## src/rtl/hc_csr_bank_if.sv

```systemverilog
// rtl/hc_csr_bank_if.sv - CCI-P MMIO record types and the request/response bundle for hc_csr_bank
package hc_csr_bank_pkg;

  typedef logic [57:0] t_hc_address;

  typedef struct packed {
    t_hc_address address;
    logic [31:0] size;
  } t_hc_buffer;

  typedef struct packed {
    logic        mmio_rd_valid;
    logic        mmio_wr_valid;
    logic [15:0] address;
    logic [8:0]  tid;
    logic [63:0] data;
  } t_if_ccip_c0_Rx;

  typedef struct packed {
    logic        mmio_rd_valid;
    logic [8:0]  tid;
    logic [63:0] data;
  } t_if_ccip_c2_Tx;

endpackage

interface hc_csr_bank_if;
  import hc_csr_bank_pkg::*;

  t_if_ccip_c0_Rx c0_rx;
  t_if_ccip_c2_Tx afu_c2_tx;
  t_if_ccip_c2_Tx c2_tx;

  modport master (output c0_rx, output afu_c2_tx, input c2_tx);
  modport slave  (input c0_rx, input afu_c2_tx, output c2_tx);
endinterface

```

## src/rtl/hc_csr_bank.sv

```systemverilog
// rtl/hc_csr_bank.sv - MMIO CSR bank with skid-buffered AFU response merge
// Optional build macro HC_CSR_PERF_CNT_EN adds BUSY_CYCLES/DONE_COUNT at 0x0F0/0x0F8.
module hc_csr_bank
  import hc_csr_bank_pkg::*;
#(
  parameter int           NUM_BUFFERS = 4,
  parameter logic [127:0] AFU_ID      = 128'h0,
  parameter int           SKID_DEPTH  = 2
) (
  input  logic                clk,
  input  logic                reset,
  hc_csr_bank_if.slave        mmio,
  input  logic                afu_busy,
  input  logic                afu_done,
  output logic                hc_start,
  output logic [31:0]         hc_control,
  output t_hc_address         hc_dsm_base,
  output t_hc_buffer          hc_buffer [NUM_BUFFERS]
);

  localparam logic [63:0] DFH   = 64'h1000_0000_0400_0000;
  localparam int          PTR_W = $clog2(SKID_DEPTH);
  localparam int          CNT_W = PTR_W + 1;

  // Register indices are 64-bit slots: byte offset / 8
  localparam logic [4:0] IDX_DFH     = 5'd0;
  localparam logic [4:0] IDX_ID_L    = 5'd1;
  localparam logic [4:0] IDX_ID_H    = 5'd2;
  localparam logic [4:0] IDX_DSM     = 5'd5;
  localparam logic [4:0] IDX_CONTROL = 5'd6;
  localparam logic [4:0] IDX_STATUS  = 5'd7;

  logic        s1_rd;
  logic        s1_wr;
  logic        s1_odd;
  logic [4:0]  s1_idx;
  logic [8:0]  s1_tid;
  logic [63:0] s1_data;
  logic        in_window;

  assign in_window = (mmio.c0_rx.address[15:6] == 10'd0);

  always_ff @(posedge clk or negedge reset) begin
    if (!reset) begin
      s1_rd   <= 1'b0;
      s1_wr   <= 1'b0;
      s1_odd  <= 1'b0;
      s1_idx  <= '0;
      s1_tid  <= '0;
      s1_data <= '0;
    end else begin
      s1_rd   <= mmio.c0_rx.mmio_rd_valid && in_window;
      s1_wr   <= mmio.c0_rx.mmio_wr_valid && in_window && !mmio.c0_rx.address[0];
      s1_odd  <= mmio.c0_rx.address[0];
      s1_idx  <= mmio.c0_rx.address[5:1];
      s1_tid  <= mmio.c0_rx.tid;
      s1_data <= mmio.c0_rx.data;
    end
  end

  logic wr_dsm;
  logic wr_control;
  logic wr_status;
  logic start_req;

  assign wr_dsm     = s1_wr && (s1_idx == IDX_DSM);
  assign wr_control = s1_wr && (s1_idx == IDX_CONTROL);
  assign wr_status  = s1_wr && (s1_idx == IDX_STATUS);
  assign start_req  = wr_control && s1_data[0];

  always_ff @(posedge clk or negedge reset) begin
    if (!reset) begin
      hc_start    <= 1'b0;
      hc_control  <= '0;
      hc_dsm_base <= '0;
      for (int i = 0; i < NUM_BUFFERS; i++) begin
        hc_buffer[i] <= '0;
      end
    end else begin
      hc_start <= start_req;
      if (wr_dsm) begin
        hc_dsm_base <= s1_data[63:6];
      end
      if (wr_control) begin
        hc_control <= s1_data[31:0];
      end
      for (int i = 0; i < NUM_BUFFERS; i++) begin
        if (s1_wr && (s1_idx == 5'(8 + 2 * i))) begin
          hc_buffer[i].address <= s1_data[63:6];
        end
        if (s1_wr && (s1_idx == 5'(9 + 2 * i))) begin
          hc_buffer[i].size <= s1_data[31:0];
        end
      end
    end
  end

  // Skid FIFO for AFU-originated responses
  logic [8:0]       fifo_tid  [SKID_DEPTH];
  logic [63:0]      fifo_data [SKID_DEPTH];
  logic [PTR_W-1:0] wr_ptr;
  logic [PTR_W-1:0] rd_ptr;
  logic [CNT_W-1:0] fifo_cnt;
  logic             pop;
  logic             push;
  logic             push_drop;

  assign pop       = (fifo_cnt != '0) && !s1_rd;
  assign push      = mmio.afu_c2_tx.mmio_rd_valid && ((fifo_cnt != CNT_W'(SKID_DEPTH)) || pop);
  assign push_drop = mmio.afu_c2_tx.mmio_rd_valid && !push;

  always_ff @(posedge clk) begin
    if (push) begin
      fifo_tid[wr_ptr]  <= mmio.afu_c2_tx.tid;
      fifo_data[wr_ptr] <= mmio.afu_c2_tx.data;
    end
  end

  always_ff @(posedge clk or negedge reset) begin
    if (!reset) begin
      wr_ptr   <= '0;
      rd_ptr   <= '0;
      fifo_cnt <= '0;
    end else begin
      if (push) begin
        wr_ptr <= wr_ptr + PTR_W'(1);
      end
      if (pop) begin
        rd_ptr <= rd_ptr + PTR_W'(1);
      end
      fifo_cnt <= fifo_cnt + CNT_W'(push) - CNT_W'(pop);
    end
  end

  // Sticky status: a done pulse beats a same-edge clear
  logic st_done;
  logic st_ovf;

  always_ff @(posedge clk or negedge reset) begin
    if (!reset) begin
      st_done <= 1'b0;
      st_ovf  <= 1'b0;
    end else begin
      if (afu_done) begin
        st_done <= 1'b1;
      end else if ((wr_status && s1_data[1]) || start_req) begin
        st_done <= 1'b0;
      end
      if (push_drop) begin
        st_ovf <= 1'b1;
      end else if (wr_status && s1_data[2]) begin
        st_ovf <= 1'b0;
      end
    end
  end

`ifdef HC_CSR_PERF_CNT_EN
  logic [63:0] busy_cycles;
  logic [63:0] done_count;

  always_ff @(posedge clk or negedge reset) begin
    if (!reset) begin
      busy_cycles <= '0;
      done_count  <= '0;
    end else if (start_req) begin
      busy_cycles <= '0;
      done_count  <= '0;
    end else begin
      if (afu_busy && !(&busy_cycles)) begin
        busy_cycles <= busy_cycles + 64'd1;
      end
      if (afu_done && !(&done_count)) begin
        done_count <= done_count + 64'd1;
      end
    end
  end
`endif

  logic [63:0] rd_data;

  always_comb begin
    rd_data = '0;
    if (!s1_odd) begin
      case (s1_idx)
        IDX_DFH:     rd_data = DFH;
        IDX_ID_L:    rd_data = AFU_ID[63:0];
        IDX_ID_H:    rd_data = AFU_ID[127:64];
        IDX_DSM:     rd_data = {hc_dsm_base, 6'b0};
        IDX_CONTROL: rd_data = {32'b0, hc_control};
        IDX_STATUS:  rd_data = {61'b0, st_ovf, st_done, afu_busy};
`ifdef HC_CSR_PERF_CNT_EN
        5'd30:       rd_data = busy_cycles;
        5'd31:       rd_data = done_count;
`endif
        default: begin
          for (int i = 0; i < NUM_BUFFERS; i++) begin
            if (s1_idx == 5'(8 + 2 * i)) begin
              rd_data = {hc_buffer[i].address, 6'b0};
            end
            if (s1_idx == 5'(9 + 2 * i)) begin
              rd_data = {32'b0, hc_buffer[i].size};
            end
          end
        end
      endcase
    end
  end

  t_if_ccip_c2_Tx c2_q;

  always_ff @(posedge clk or negedge reset) begin
    if (!reset) begin
      c2_q <= '0;
    end else if (s1_rd) begin
      c2_q <= {1'b1, s1_tid, rd_data};
    end else if (pop) begin
      c2_q <= {1'b1, fifo_tid[rd_ptr], fifo_data[rd_ptr]};
    end else begin
      c2_q <= '0;
    end
  end

  assign mmio.c2_tx = c2_q;

endmodule
```

## src/flat_wrapper.sv

```systemverilog
// flat-port wrapper written by rule: the top's interface ports become plain ports
module hc_csr_bank_flat import hc_csr_bank_pkg::*;
#(
  parameter int           NUM_BUFFERS = 4,
  parameter logic [127:0] AFU_ID      = 128'h0,
  parameter int           SKID_DEPTH  = 2
)
  (clk, reset, afu_busy, afu_done, hc_start, hc_control, hc_dsm_base, hc_buffer, mmio_c0_rx, mmio_afu_c2_tx, mmio_c2_tx);
  hc_csr_bank_if mmio_i ();
  input  logic clk;
  input  logic reset;
  input  logic afu_busy;
  input  logic afu_done;
  output logic hc_start;
  output logic [31:0] hc_control;
  output t_hc_address hc_dsm_base;
  output t_hc_buffer hc_buffer[NUM_BUFFERS];
  input wire logic [$bits(mmio_i.c0_rx)-1:0] mmio_c0_rx;
  input wire logic [$bits(mmio_i.afu_c2_tx)-1:0] mmio_afu_c2_tx;
  output wire logic [$bits(mmio_i.c2_tx)-1:0] mmio_c2_tx;
  assign mmio_i.c0_rx = mmio_c0_rx;
  assign mmio_i.afu_c2_tx = mmio_afu_c2_tx;
  assign mmio_c2_tx = mmio_i.c2_tx;
  hc_csr_bank #(.NUM_BUFFERS(NUM_BUFFERS), .AFU_ID(AFU_ID), .SKID_DEPTH(SKID_DEPTH)) u_core (.clk(clk), .reset(reset), .mmio(mmio_i), .afu_busy(afu_busy), .afu_done(afu_done), .hc_start(hc_start), .hc_control(hc_control), .hc_dsm_base(hc_dsm_base), .hc_buffer(hc_buffer));
endmodule
```

## config.mk

```make
export PLATFORM = sky130hd
export DESIGN_NAME = hc_csr_bank_flat
export DESIGN_NICKNAME = d
export VERILOG_FILES = /design/src/rtl/hc_csr_bank_if.sv /design/src/rtl/hc_csr_bank.sv /design/src/flat_wrapper.sv
export SDC_FILE = /design/constraint.sdc
export NUM_CORES = 1
export LEC_CHECK = 0
export BUFFER_PORTS_ARGS = -buffer_cell sky130_fd_sc_hd__buf_4
export CAP_MARGIN = 40
export CORE_AREA = 2 2 273 275
export CTS_BUF_LIST = sky130_fd_sc_hd__clkbuf_8
export CTS_CLUSTER_SIZE = 10
export DETAILED_ROUTE_END_ITERATION = 16
export DIE_AREA = 0 0 275 277
export HOLD_SLACK_MARGIN = 0.02
export SLEW_MARGIN = 20
export SYNTH_ARGS = -nofsm -noshare
export SYNTH_HDL_FRONTEND = slang
export SYNTH_SLANG_ARGS = --single-unit
```

## constraint.sdc

```tcl
create_clock -name clk -period 6.5 [get_ports clk]
set_input_delay 1.625 -clock clk [delete_from_list [all_inputs] [get_ports clk]]
set_output_delay 1.625 -clock clk [all_outputs]
set_load 0.02 [all_outputs]
```

==> run_results.csv, run 1 <==
group,metric,value,unit
yosys,avgSynthCellArea,14.3,um2
die,rows,100,
flow_run,maxCapViolCount,0,
die,core_area,73600,um2
clock_tree,cts_hold_buf,0,
clock_tree,clock_sinks,758,
grt,grt_pass1_vias,23200,
pwr,leakagePower,19.5,nW
clock_tree,cts_buffers,133,
timing,min_period_over_period,0.564,
layout,nFillCells,6318,
layout,final_common_cell,"buf_4",
yosys,ys_warn_count,0,
timing,skew,36.8,ps
timing,finalHoldViolations,0,
yosys,synth-edff-count,146,
yosys,synthesis.nets,2303,
placed_design,placed_cells,3657,
die,floorplan.initialDensity,0.415,
grt,grt-ovfl-total,0,
setup_path,worstPathArrival,4300,ps
clock_tree,htree_levels,4,
grt,grt_max_degree,157,
setup_path,path_class,"reg2reg",
layout,instances_no_fill,3904,
grt,grt_pass1_wl,163,mm
run_status,status,"finished, final reports clean",
yosys,synth_seq_cells,758,
detailed_routing,wl_per_cell,29.3,um
clock_tree,cts_setup_buffers,0,
grt,track_usage,0.297,
clock_tree,clock_latency,780,ps
placed_design,place.gp.congestion,0.912,
timing,slew_headroom,0.417,
layout,mostFrequentLayoutCells,"buf_4, dfrtp_1, mux2_2, clkbuf_8, edfxtp_1",
layout,final_nets,2997,
clock_tree,clk_pin_slew,60,ps
die,dieArea,76200,um2
timing,worst_pin_slew,874,ps
die,die_y,277,um
setup_path,cp-end-kind,"register",
detailed_routing,drtIter0Drc,1902,
timing,slew_viol_final,0,
clock_tree,cts_buffer_depth,3,
setup_path,required,7140,ps
setup_path,startpoint_type,"register",
yosys,synth_cell_types,55,
die,ios,694,
yosys,yosysSeqAreaShare,0.645,
detailed_routing,drtAntennaViolNets,0,
yosys,synthFlopType,"dfrtp_1",
detailed_routing,viasPerCell,5.65,
timing,rsz0062_at_grt,"no",
yosys,synth_area_leaders,"dfrtp_1, edfxtp_1, mux2_2",
die,die_w,275,um
detailed_routing,firstDrtPassIters,6,
timing,fin_crit,3670,ps
pwr,powerDensity,303,nW/um2
yosys,yosysTopAreaCellShare,0.501,
detailed_routing,wl,114,mm
min_path,hp-class,"reg2reg",
clock_tree,cts_root_buf,"clkbuf_8",
clock_tree,cts_tree,"yes",
timing,fmax,0.273,GHz
grt,antenna_found_initial,9,
layout,final_layout_size_suffix_gt1_frac,0.472,
yosys,yosysTopAreaCell,"dfrtp_1",
timing,setup_violations,0,
placed_design,port_buffers,693,
yosys,synthArstFlopShare,0.807,
yosys,netlist_area,30600,um2
placed_design,dp_hpwl,76.8,mm
clock_tree,cts_resized,0,
detailed_routing,vias,22100,
pwr,max-vdd-ir-drop,183,uV
layout,syn2layout_area_growth,29.5,%
setup_path,cp_max_fo,31,
timing,fin_tns_setup,0,ps
detailed_routing,drc,0,
yosys,synthCells,2132,
## routing by layer
| layer | GRT usage | part of all wire |
|---|---|---|
| met1 | 0.360 | 0.38 |
| met2 | 0.488 | 0.49 |
| met3 | 0.0938 | 0.091 |
| met4 | 0.124 | 0.039 |
| met5 | 0 | 0.00022 |
## cells in the mapped netlist (2+ instances only)
cell / instances
dfrtp_1: 612
mux2_2: 378
edfxtp_1: 146
nand2_1: 132
o21ai_0: 111
clkbuf_1: 83
mux2i_1: 73
a22oi_1: 68
inv_1: 56
a221oi_1: 51
buf_2: 49
nor2_1: 43
mux2_1: 40
a221o_1: 31
nand3_1: 31
nor2b_1: 27
o32ai_1: 27
buf_4: 26
a222oi_1: 25
o221a_2: 25
buf_1: 10
buf_6: 10
mux2_4: 10
o22ai_1: 7
nand2b_1: 5
a211oi_1: 4
a22o_1: 4
mux4_2: 4
xnor2_1: 4
a21oi_1: 3
nor2_2: 3
nor4_1: 3
and2_1: 2
and3b_1: 2
ha_1: 2
nand3b_1: 2
nor3_1: 2
nor3b_1: 2
o21bai_1: 2
or3_1: 2
## cell type report
cell class	count	area, um2	share of cell area
tap	969	1210	0.0306
multi-input combinational	1140	9920	0.251
antenna	7	17.5	0.000443
timing repair buffer	737	5820	0.147
clock buffer	164	2260	0.0570
clock inverter	73	443	0.0112
inverter	56	210	0.00531
sequential	758	19700	0.498
## worst max-delay path, cell delays in order (launching register included)
cell and delay [ps]:
dfrtp_2 600, buf_12 250, and3b_2 790, nand2_1 370, nor2_4 640, buf_4 450, mux2_2 380
## path summary, 6_finish.rpt
kind	from	end	slack, ps	depth (start not counted)
worst min-delay path	u_core.s1_tid[4]	u_core.mmio.c2_tx[68]	450	2
max in group asynchronous	reset	u_core.hc_buffer[150]	4230	2
worst min register to register	u_core.s1_tid[4]	u_core.mmio.c2_tx[68]	450	2
worst max register to register	u_core.s1_idx[0]	u_core.hc_buffer[95]	2830	6
min in group asynchronous	reset	u_core.hc_dsm_base[48]	870	1
worst max-delay path	u_core.s1_idx[0]	u_core.hc_buffer[95]	2830	6
## where the power goes
part	total [mW]	leakage [nW]	switching, mW	internal, mW
logic	1.92	8.33	1.16	0.761
clock network	4.44	1.55	2.00	2.44
registers	5.63	9.60	0.301	5.32
## registers in the layout (all words and copies together) (netlist names), 2 cells and up
signal / cells
u_core.hc_buffer: 360
u_core.s1_tid: 9
u_core.hc_dsm_base: 58
u_core.s1_idx: 5
u_core.hc_control: 32
u_core.fifo_data: 128
u_core.mmio.c2_tx: 74
u_core.s1_data: 64
u_core.fifo_tid: 18
u_core.fifo_cnt: 2
## kinds of logic (layout without fill, tap and decap cells)
logic type | count (synthesis) | after routing | share of synthesized area
buffers and inverters | 234 | 1030 | 0.0364
adder cells (fa/ha/maj) | 2 | 2 | 0.000819
XOR/XNOR | 4 | 4 | 0.00115
AND/OR/NAND/NOR | 267 | 267 | 0.0409
other | 0 | 7 | 0
flip-flops | 758 | 758 | 0.645
multiplexers | 505 | 505 | 0.186
AO/OA/AOI/OAI | 362 | 362 | 0.0904
## metrics by stage
stage / cell area, um2 / setup slack (ps) / utilization / hold WS, ps / power, mW
2_1_floorplan: 30600 / 1160 / - / 426 / 6.60
3_3_place_gp: 36500 / 2470 / 0.496 / 445 / 7.58
3_5_place_dp: 36800 / 2700 / 0.500 / 441 / 7.64
4_1_cts: 39500 / 2870 / 0.537 / 450 / 12.1
5_1_grt: 39600 / 2700 / 0.538 / 484 / 12.5
6_report: 39600 / 2830 / 0.538 / 449 / 12.0
(Power assumes the default switching activity.)
==> inputs of run 2 (changes only) <==
- CORE_AREA: 2 2 273 275 -> 2 2 266 268
- DIE_AREA: 0 0 275 277 -> 0 0 268 270
- PLACE_DENSITY: default -> 0.67
- clock period: 6.5 -> 3.7 ns (I/O delays scaled with it)
==> run_results.csv, run 2 (synthesized netlist as in run 1, its figures left out) <==
group,metric,value,unit
timing,min_period_over_period,0.798,
detailed_routing,wl,112,mm
placed_design,place_area,36800,um2
layout,largest_register,"u_core.hc_buffer",
detailed_routing,drc,0,
detailed_routing,drtIter0Drc,2234,
flow_run,maxCapViolCount,0,
min_path,hp-class,"in2reg",
timing,slew_headroom,0.421,
layout,mostFrequentLayoutCells,"buf_4, dfrtp_1, mux2_2, clkbuf_8, edfxtp_1",
clock_tree,htree_levels,4,
setup_path,path_class,"reg2reg",
clock_tree,clock_latency,780,ps
pwr,p_seq_frac,0.471,
pwr,clkPwrFrac,0.361,
die,rows,97,
setup_path,r2r_slack,750,ps
grt,grt_pass1_vias,23200,
die,ios,694,
detailed_routing,vias,22400,
setup_path,critPathMaxStageDelay,790,ps
setup_path,cp_max_fo,26,
layout,final_layout_size_suffix_gt1_frac,0.473,
placed_design,dp_hpwl,76.4,mm
grt,track_usage,0.306,
clock_tree,cts_resized,0,
grt,grt_max_degree,109,
clock_tree,clk_pin_slew,60,ps
die,die_y,270,um
detailed_routing,drtAntennaViolNets,0,
detailed_routing,viasPerCell,5.75,
timing,skew,27.8,ps
setup_path,worst_path_max_delay_cell,"and3b_2",
setup_path,required,4300,ps
timing,fin_tns_setup,0,ps
die,dieArea,72400,um2
pwr,p_sw,6.09,mW
pwr,powerDensity,527,nW/um2
timing,fmax,0.339,GHz
die,die_w,268,um
pwr,p_int,14.7,mW
setup_path,path_cells,"nand3b_1 -> and3b_2 -> a221oi_1 -> o32ai_1",
grt,grt-ovfl-total,0,
detailed_routing,firstDrtPassIters,6,
clock_tree,cts_buffers,130,
setup_path,crit_start,"u_core.s1_idx[1]",
clock_tree,cts_root_buf,"clkbuf_8",
timing,fin_crit,2950,ps
grt,antenna_found_initial,9,
layout,stdcell_area,39400,um2
timing,worst_pin_slew,863,ps
setup_path,cp-end-kind,"register",
placed_design,place.gp.congestion,0.899,
timing,rsz0062_at_grt,"no",
timing,slew_viol_final,0,
layout,syn2layout_area_growth,29.1,%
timing,finalHoldViolations,0,
setup_path,worstPathArrival,3550,ps
pwr,max-vdd-ir-drop,356,uV
layout,final_common_cell,"buf_4",
run_status,status,"finished, final reports clean",
layout,final_nets,3014,
setup_path,startpoint_type,"register",
clock_tree,clock_sinks,758,
grt,grt_pass1_wl,161,mm
pwr,comb_power_share,0.168,
placed_design,port_buffers,693,
timing,setup_violations,0,
layout,nFillCells,5741,
layout,largest_reg_flops,360,
min_path,hp-start,"mmio_c0_rx[29]",
pwr,leakagePower,19.5,nW
die,floorplan.initialDensity,0.439,
detailed_routing,wl_per_cell,28.7,um
clock_tree,cts_tree,"yes",
clock_tree,cts_buffer_depth,3,
die,core_area,69500,um2
pwr,swShare,0.293,
setup_path,r2r_start,"u_core.s1_idx[1]",
-- run 2: changes by cell type in the layout (fill, tap and decap cells not counted), moves of 3 or more --
cell	change
buf_16	-6
buf_4	+25
clkbuf_8	-7
clkinv_1	+10
clkinv_2	+5
inv_1	-8
inv_8	+3
-- run 2: layer usage --
layer	vias up	track usage	wire length, um
li1	9341	-	-
met1	11500	0.382	43100
met2	1227	0.478	52300
met3	278	0.106	11000
met4	10	0.140	5080
met5	-	0	62
-- run 2: worst paths after layout --
kind | to | cells past startpoint
max in group asynchronous | u_core.hc_buffer[202] | 4
min in group asynchronous | u_core.mmio.c2_tx[56] | 2
worst max register to register | u_core.mmio.c2_tx[9] | 4
worst min register to register | u_core.mmio.c2_tx[67] | 2
worst max-delay path | u_core.mmio.c2_tx[9] | 4
worst min-delay path | u_core.s1_data[29] | 1
-- run 2: power groups by stage --
stage / combinational (mW) / clock (mW) / sequential, mW
after floorplan: 1.37 / 0 / 10.2
after global placement: 3.33 / 0 / 10.0
after detailed placement: 3.37 / 0 / 10.0
after CTS: 3.38 / 7.63 / 9.90
after global routing: 3.70 / 8.01 / 9.84
final: 3.50 / 7.50 / 9.80
-- run 2: cell type report --
cell class / instances / area, um2 / area share
Sequential cell: 758 / 19700 / 0.500
Multi-Input combinational cell: 1140 / 9900 / 0.251
Timing Repair Buffer: 757 / 5870 / 0.149
Clock buffer: 157 / 2160 / 0.0548
Tap cell: 940 / 1180 / 0.0298
Clock inverter: 77 / 409 / 0.0104
Inverter: 56 / 210 / 0.00533
Antenna cell: 5 / 12.5 / 0.000317
-- run 2: what timing repair did --
item	4_1_cts	5_1_grt
setup buffers	0	0
hold endpoints to repair	20	0
endpoints found under the setup margin	0	0
hold buffers	1	0
-- run 2: per-stage QoR --
step	setup slack, ps	power [mW]	util	cells	hold WS, ps
after global placement	842	13.4	0.529	3648	440
after CTS	787	20.9	0.567	3884	169
after detailed placement	793	13.4	0.530	3649	455
after global routing	650	21.5	0.567	3888	193
after floorplan	269	11.6	-	2132	426
final	747	20.8	0.567	3890	243
-- run 2: worst max-delay path, delay by kind of cell, from the launching register on --
kind               cells  cell delay [ps]
AOI/OAI and AO/OA      2              640
DFF                    1              640
and+or+nand+nor        2             1470
